## config.mk

```make
export PLATFORM = sky130hd
export DESIGN_NAME = spi_regfile_periph_flat
export DESIGN_NICKNAME = d
export VERILOG_FILES = /design/src/rtl/spi_regfile_periph_if.sv /design/src/rtl/spi_regfile_periph.sv /design/src/flat_wrapper.sv
export SDC_FILE = /design/constraint.sdc
export NUM_CORES = 1
export LEC_CHECK = 0
export CAP_MARGIN = 20
export CORE_MARGIN = 8
export CORE_UTILIZATION = 58
export DETAILED_ROUTE_END_ITERATION = 10
export PLACE_DENSITY = 0.95
export SYNTH_ARGS = -nofsm -noshare
export SYNTH_HDL_FRONTEND = slang
export SYNTH_SLANG_ARGS = --single-unit
```

## constraint.sdc

```tcl
create_clock -name clk -period 4.3 [get_ports clk]
set_input_delay 0.86 -clock clk [delete_from_list [all_inputs] [get_ports clk]]
set_output_delay 0.86 -clock clk [all_outputs]
set_load 0.05 [all_outputs]
```

## src/rtl/spi_regfile_periph_if.sv

```systemverilog
// SPI pin bundle between an external controller and the register-file peripheral.
interface spi_regfile_periph_if;
    logic SCLK;
    logic COPI;
    logic nCS;
    logic CIPO;
    logic cipo_oe;

    modport master (output SCLK, COPI, nCS, input CIPO, cipo_oe);
    modport slave  (input SCLK, COPI, nCS, output CIPO, cipo_oe);
endinterface

```

## src/rtl/spi_regfile_periph.sv

```systemverilog
// SPI mode-0 peripheral exposing NUM_REGS x DATA_W registers with readback,
// frame-length checking and address-range error reporting. Runs in clk domain.
module spi_regfile_periph #(
    parameter int unsigned DATA_W      = 8,
    parameter int unsigned ADDR_W      = 7,
    parameter int unsigned NUM_REGS    = 5,
    parameter int unsigned SYNC_STAGES = 2,
    parameter int unsigned ERR_CNT_W   = 4
) (
    input  logic                          clk,
    input  logic                          rst_n,
    spi_regfile_periph_if.slave           bus,
    output logic [NUM_REGS*DATA_W-1:0]    regs_flat,
    output logic                          wr_strobe,
    output logic [ADDR_W-1:0]             wr_addr,
    output logic                          addr_err,
    output logic [ERR_CNT_W-1:0]          frame_err_cnt,
    input  logic                          err_clr
);

    localparam int unsigned FRAME_LEN = 1 + ADDR_W + DATA_W;
    localparam int unsigned CNT_W     = $clog2(FRAME_LEN + 2);
    localparam int unsigned LAST      = SYNC_STAGES - 1;

    localparam logic [CNT_W-1:0] CNT_FULL      = CNT_W'(FRAME_LEN);
    localparam logic [CNT_W-1:0] CNT_SAT       = CNT_W'(FRAME_LEN + 1);
    localparam logic [CNT_W-1:0] CNT_ADDR_LAST = CNT_W'(ADDR_W);

    localparam logic [2:0] S_IDLE  = 3'd0;
    localparam logic [2:0] S_CMD   = 3'd1;
    localparam logic [2:0] S_WDATA = 3'd2;
    localparam logic [2:0] S_RDATA = 3'd3;
    localparam logic [2:0] S_END   = 3'd4;

    logic [SYNC_STAGES-1:0] sclk_sync, copi_sync, ncs_sync, ncs_vld;
    logic                   sclk_d, ncs_d, armed;
    logic                   sclk_s, copi_s, ncs_s;
    logic                   sclk_rise, sclk_fall, ncs_rise, ncs_fall;

    logic [2:0]             state, state_nxt;
    logic [CNT_W-1:0]       bit_cnt;
    logic [FRAME_LEN-1:0]   rx, rx_nxt;
    logic [DATA_W-1:0]      tx, tx_sel;
    logic                   cipo_q, cipo_oe_q;

    logic                   in_frame, bit_c, load_tx_c, tx_shift_c;
    logic                   frame_ok, rx_rw, addr_ok;
    logic [ADDR_W-1:0]      rx_addr;
    logic [DATA_W-1:0]      rx_data;
    logic                   commit_c, set_aerr_c, inc_ferr_c;
    logic [ERR_CNT_W-1:0]   ferr_base, ferr_nxt;

    assign sclk_s    = sclk_sync[LAST];
    assign copi_s    = copi_sync[LAST];
    assign ncs_s     = ncs_sync[LAST];
    assign sclk_rise =  sclk_s & ~sclk_d;
    assign sclk_fall = ~sclk_s &  sclk_d;
    assign ncs_rise  =  ncs_s  & ~ncs_d;
    assign ncs_fall  = ~ncs_s  &  ncs_d;

    assign in_frame   = (state == S_CMD) || (state == S_WDATA) || (state == S_RDATA);
    assign bit_c      = in_frame && sclk_rise && !ncs_rise;
    assign tx_shift_c = (state == S_RDATA) && sclk_fall && !ncs_rise;
    assign rx_nxt     = {rx[FRAME_LEN-2:0], copi_s};

    assign frame_ok   = (bit_cnt == CNT_FULL);
    assign rx_rw      = rx[FRAME_LEN-1];
    assign rx_addr    = rx[DATA_W +: ADDR_W];
    assign rx_data    = rx[DATA_W-1:0];
    assign addr_ok    = 32'(rx_addr) < NUM_REGS;
    assign commit_c   = (state == S_END) && frame_ok && rx_rw && addr_ok;
    assign set_aerr_c = (state == S_END) && frame_ok && !addr_ok;
    assign inc_ferr_c = (state == S_END) && !frame_ok;

    assign bus.CIPO    = cipo_q;
    assign bus.cipo_oe = cipo_oe_q;

    // Input synchronisers, edge-detect copies, and the arm flag that requires
    // a genuinely observed nCS-high before the first frame after reset.
    always_ff @(posedge clk or negedge rst_n) begin
        if (!rst_n) begin
            sclk_sync <= '0;
            copi_sync <= '0;
            ncs_sync  <= '1;
            ncs_vld   <= '0;
            sclk_d    <= 1'b0;
            ncs_d     <= 1'b1;
            armed     <= 1'b0;
        end else begin
            sclk_sync <= {sclk_sync[SYNC_STAGES-2:0], bus.SCLK};
            copi_sync <= {copi_sync[SYNC_STAGES-2:0], bus.COPI};
            ncs_sync  <= {ncs_sync[SYNC_STAGES-2:0], bus.nCS};
            ncs_vld   <= {ncs_vld[SYNC_STAGES-2:0], 1'b1};
            sclk_d    <= sclk_s;
            ncs_d     <= ncs_s;
            armed     <= armed | (ncs_vld[LAST] & ncs_s);
        end
    end

    // FSM state register.
    always_ff @(posedge clk or negedge rst_n) begin
        if (!rst_n) state <= S_IDLE;
        else        state <= state_nxt;
    end

    // Next-state logic; nCS rising inside a frame always wins.
    always_comb begin
        state_nxt = state;
        load_tx_c = 1'b0;
        case (state)
            S_IDLE: if (ncs_fall && armed) state_nxt = S_CMD;
            S_CMD: begin
                if (ncs_rise) begin
                    state_nxt = S_END;
                end else if (bit_c && bit_cnt == CNT_ADDR_LAST) begin
                    state_nxt = rx_nxt[ADDR_W] ? S_WDATA : S_RDATA;
                    load_tx_c = !rx_nxt[ADDR_W];
                end
            end
            S_WDATA: if (ncs_rise) state_nxt = S_END;
            S_RDATA: if (ncs_rise) state_nxt = S_END;
            S_END:   state_nxt = S_IDLE;
            default: state_nxt = S_IDLE;
        endcase
    end

    // Register selected for readback; out-of-range addresses read as zero.
    always_comb begin
        tx_sel = '0;
        for (int unsigned i = 0; i < NUM_REGS; i++) begin
            if (rx_nxt[ADDR_W-1:0] == ADDR_W'(i)) tx_sel = regs_flat[i*DATA_W +: DATA_W];
        end
    end

    // Saturating frame-error counter; a new error lands on top of a clear.
    always_comb begin
        ferr_base = err_clr ? '0 : frame_err_cnt;
        ferr_nxt  = ferr_base;
        if (inc_ferr_c && ferr_base != '1) ferr_nxt = ferr_base + ERR_CNT_W'(1);
    end

    // Frame shift/count datapath and CIPO driver.
    always_ff @(posedge clk or negedge rst_n) begin
        if (!rst_n) begin
            bit_cnt   <= '0;
            rx        <= '0;
            tx        <= '0;
            cipo_q    <= 1'b0;
            cipo_oe_q <= 1'b0;
        end else begin
            if (state == S_IDLE) begin
                bit_cnt <= '0;
            end else if (bit_c) begin
                rx <= rx_nxt;
                if (bit_cnt != CNT_SAT) bit_cnt <= bit_cnt + CNT_W'(1);
            end
            if (load_tx_c)       tx <= tx_sel;
            else if (tx_shift_c) tx <= {tx[DATA_W-2:0], 1'b0};
            cipo_oe_q <= (state_nxt == S_RDATA);
            if (state_nxt != S_RDATA) cipo_q <= 1'b0;
            else if (tx_shift_c)      cipo_q <= tx[DATA_W-1];
        end
    end

    // Frame commit and error reporting, evaluated in END.
    always_ff @(posedge clk or negedge rst_n) begin
        if (!rst_n) begin
            regs_flat     <= '0;
            wr_strobe     <= 1'b0;
            wr_addr       <= '0;
            addr_err      <= 1'b0;
            frame_err_cnt <= '0;
        end else begin
            wr_strobe <= commit_c;
            if (commit_c) wr_addr <= rx_addr;
            for (int unsigned i = 0; i < NUM_REGS; i++) begin
                if (commit_c && rx_addr == ADDR_W'(i)) regs_flat[i*DATA_W +: DATA_W] <= rx_data;
            end
            addr_err      <= (addr_err & ~err_clr) | set_aerr_c;
            frame_err_cnt <= ferr_nxt;
        end
    end

endmodule

```

## src/flat_wrapper.sv

```systemverilog
// flat-port wrapper written by rule: the top's interface ports become plain ports
module spi_regfile_periph_flat 
#(
    parameter int unsigned DATA_W      = 8,
    parameter int unsigned ADDR_W      = 7,
    parameter int unsigned NUM_REGS    = 5,
    parameter int unsigned SYNC_STAGES = 2,
    parameter int unsigned ERR_CNT_W   = 4
)
  (clk, rst_n, regs_flat, wr_strobe, wr_addr, addr_err, frame_err_cnt, err_clr, bus_SCLK, bus_COPI, bus_nCS, bus_CIPO, bus_cipo_oe);
  spi_regfile_periph_if bus_i ();
  input  logic clk;
  input  logic rst_n;
  output logic [NUM_REGS*DATA_W-1:0] regs_flat;
  output logic wr_strobe;
  output logic [ADDR_W-1:0] wr_addr;
  output logic addr_err;
  output logic [ERR_CNT_W-1:0] frame_err_cnt;
  input  logic err_clr;
  input wire logic [$bits(bus_i.SCLK)-1:0] bus_SCLK;
  input wire logic [$bits(bus_i.COPI)-1:0] bus_COPI;
  input wire logic [$bits(bus_i.nCS)-1:0] bus_nCS;
  output wire logic [$bits(bus_i.CIPO)-1:0] bus_CIPO;
  output wire logic [$bits(bus_i.cipo_oe)-1:0] bus_cipo_oe;
  assign bus_i.SCLK = bus_SCLK;
  assign bus_i.COPI = bus_COPI;
  assign bus_i.nCS = bus_nCS;
  assign bus_CIPO = bus_i.CIPO;
  assign bus_cipo_oe = bus_i.cipo_oe;
  spi_regfile_periph #(.DATA_W(DATA_W), .ADDR_W(ADDR_W), .NUM_REGS(NUM_REGS), .SYNC_STAGES(SYNC_STAGES), .ERR_CNT_W(ERR_CNT_W)) u_core (.clk(clk), .rst_n(rst_n), .bus(bus_i), .regs_flat(regs_flat), .wr_strobe(wr_strobe), .wr_addr(wr_addr), .addr_err(addr_err), .frame_err_cnt(frame_err_cnt), .err_clr(err_clr));
endmodule
```

==> impl_results.md <==
- Max-capacitance violation count: 0
- Syn_nets: 369
- DR WL met2: 4570 um
- Area occupied by multi-input gates: 1770 um2
- Hold Crit Class: reg2reg
- Final hold slack: 0.354 ns
- Startpoint Class: flop
- Reg clk slew, reported paths: 0.09 ns
- FF/Latch Area: 2460 um2
- IO Count: 61
- IO Port Bufs: 60
- Core ar.: 7210 um2
- Post-CTS sizing: 0
- Pwr Density: 350 nW/um2
- Status: finished clean
- Post-synthesis average cell area: 12.0 um2
- Hold wc startpoint: u_core.sclk_sync[0]
- Cts bufs inserted: 9
- Sum of negative setup slack: 0 ns
- First-pass GRT wire length: 15500 um
- Share of layout cells above drive strength 1: 0.184
- DR WL/cell: 18.1 um
- Final hold vios: 0
- Synth Instances: 359
- Postcts setup bufs: 0
- Crit path cell chain: clkdlybuf4s50_1
- Pre-CTS setup slack: 1.55 ns
- Pins Over Slew Limit: 0
- Detail Route met3 WL: 605 um
- Die Wd: 102 um
- Vias: 2970
- Tcrit/Tclk final: 0.581
- Root Driver: clkbuf_8
- CTS Hold Bufs: 0
- Num rows: 31
- Asr flop ratio synth: 1.00
- Remaining global-route overflow: 0
- Ant diodes: 0
- CTS tree: yes
- CP required: 3.44 ns
- Leak: 0.00234 uW
- Register area share after synthesis: 0.569
- Total Wirelength: 9480 um
- CP arrival: 1.64 ns
- WL met1: 4100 um
- Drc violations: 0
- Most common cell after layout, fill and taps aside: dfrtp_1
- RSZ-0062 raised after global routing: no
- Worst setup margin: 1.80 ns
- Final antenna-violating net count: 0
- Detailed Place HPWL: 6640 um
- Critical path capture point type: output pin
- Crit path largest cell delay: 0.84 ns
- Worst Skew: 0.0157 ns
- Die height: 102 um
- Critical path class: reg2out
- Clock insertion delay at the later pin of the skew report: 0.36 ns
- YS warnings: 0
- Top layer in use: met4
- Synthesis-to-layout area growth: 20.2%
- Die area: 10500 um2
- Max FO, Critical Path: 3
- VDD IR max: 0.000239 V
- Syn Std Cell Area: 4320 um2
- Number of filler cells placed in the layout: 476
- Ys flop type: dfrtp_1
- Synth cell types: 53
- Critical path buffers and inverters: 1
- Pre-Repair DR Iteration Count: 4
- Reg-to-Reg Start: u_core.bit_cnt[0]
- R2R setup slack: 1.96 ns
- Initial antenna violation count: 0
- H-tree lvl count: 3
- Slowest-stage cell, CP: clkdlybuf4s50_1
- Relative slew slack: 0.272
- Placed cell area: 5000 um2
- GRT Util Overall: 0.193
- Setup violators final: 0
- Iteration-0 DRC Markers: 233
- Initial core utilization: 0.599
- EDFF count, synth: 0
- Worst path top cell family by delay: buffers and inverters
- CP startpoint: u_core.regs_flat[37]
- Worst-margin pin slew: 1.09 ns
- Minimum clock period: 2.50 ns
- GP Congestion: 0.843
- CTS sink count: 98
- Largest net degree at the start of global routing: 76
- Most frequent cells in the layout: dfrtp_1, clkdlybuf4s50_1, nand2_1
- Vias per inst: 5.68
- Final instance area: 5190 um2
- Clk buf depth: 2
- Fmax: 401 MHz
- Fin nets: 429
- Seq cells post-synth: 98
- Vias in the first global route: 3076
==> layout make-up <==
type	instances	area share
Clock inverter	7	0.0116
Tap cell	99	0.0239
Timing Repair Buffer	64	0.120
Sequential cell	98	0.473
Inverter	8	0.00579
Clock buffer	9	0.0239
Multi-Input combinational cell	238	0.342
==> cell families (layout without fill, tap and decap cells) <==
family | Yosys count | count (layout) | share of synthesized area
simple gates | 126 | 126 | 0.166
flops | 98 | 98 | 0.569
mux | 65 | 65 | 0.163
compound gates | 39 | 39 | 0.0620
buf+inv | 23 | 88 | 0.0220
fa+ha+maj | 4 | 4 | 0.0116
xor+xnor | 3 | 3 | 0.00609
other cells | 1 | 1 | 0.000868
==> flip-flops by register name (all words and copies together) (netlist names), 2 cells and up <==
name / flops
u_core.regs_flat: 40
u_core.ncs_sync: 2
u_core.rx: 16
u_core.frame_err_cnt: 4
u_core.bit_cnt: 5
u_core.sclk_sync: 2
u_core.state: 3
u_core.copi_sync: 2
u_core.ncs_vld: 2
u_core.tx: 8
u_core.wr_addr: 7
==> path summary, 6_finish.rpt <==
kind / to / depth (start not counted)
min in group asynchronous: u_core.armed / 1
max reg2reg: u_core.regs_flat[1] / 6
max in group asynchronous: u_core.ncs_sync[0] / 2
min reg2reg: u_core.sclk_sync[1] / 0
min: u_core.sclk_sync[1] / 0
max: regs_flat[37] / 1
==> power breakdown <==
part,internal (uW),switching (uW)
logic,80.0,146
clock network,219,330
registers,954,86.6
==> cell usage after synthesis (all sizes together) (3+ instances only) <==
master,n,share of area
o2bb2ai,7,0.014
nand3,8,0.0093
o221ai,8,0.016
clkbuf,10,0.0090
mux2,41,0.11
a21oi,5,0.0058
nor4,5,0.019
inv,8,0.0070
nand2b,4,0.0058
and2,5,0.0072
buf,5,0.0061
nand2,47,0.041
or4,3,0.0061
nor2,23,0.021
o21ai,13,0.015
ha,4,0.012
or3,4,0.0058
nor3,6,0.012
dfrtp,95,0.55
nor2b,5,0.0072
dfstp,3,0.018
mux2i,24,0.056
==> through the flow <==
| step | power [uW] | utilization | instances |
|---|---|---|---|
| 5_1_grt | 1900 | 0.719 | 523 |
| 3_5_place_dp | 1270 | 0.693 | 505 |
| 2_1_floorplan | 1180 | - | 359 |
| 3_3_place_gp | 1250 | 0.693 | 505 |
| 6_report | 1820 | 0.719 | 523 |
| 4_1_cts | 1810 | 0.718 | 521 |
==> metal layers <==
| metal | up-vias | track usage |
|---|---|---|
| met1 | 1473 | 0.259 |
| met2 | 95 | 0.291 |
| li1 | 1385 | - |
| met3 | 17 | 0.0402 |
| met5 | - | 0 |
| met4 | 0 | 0.0959 |
No activity file was read; power rests on OpenSTA's default activity.
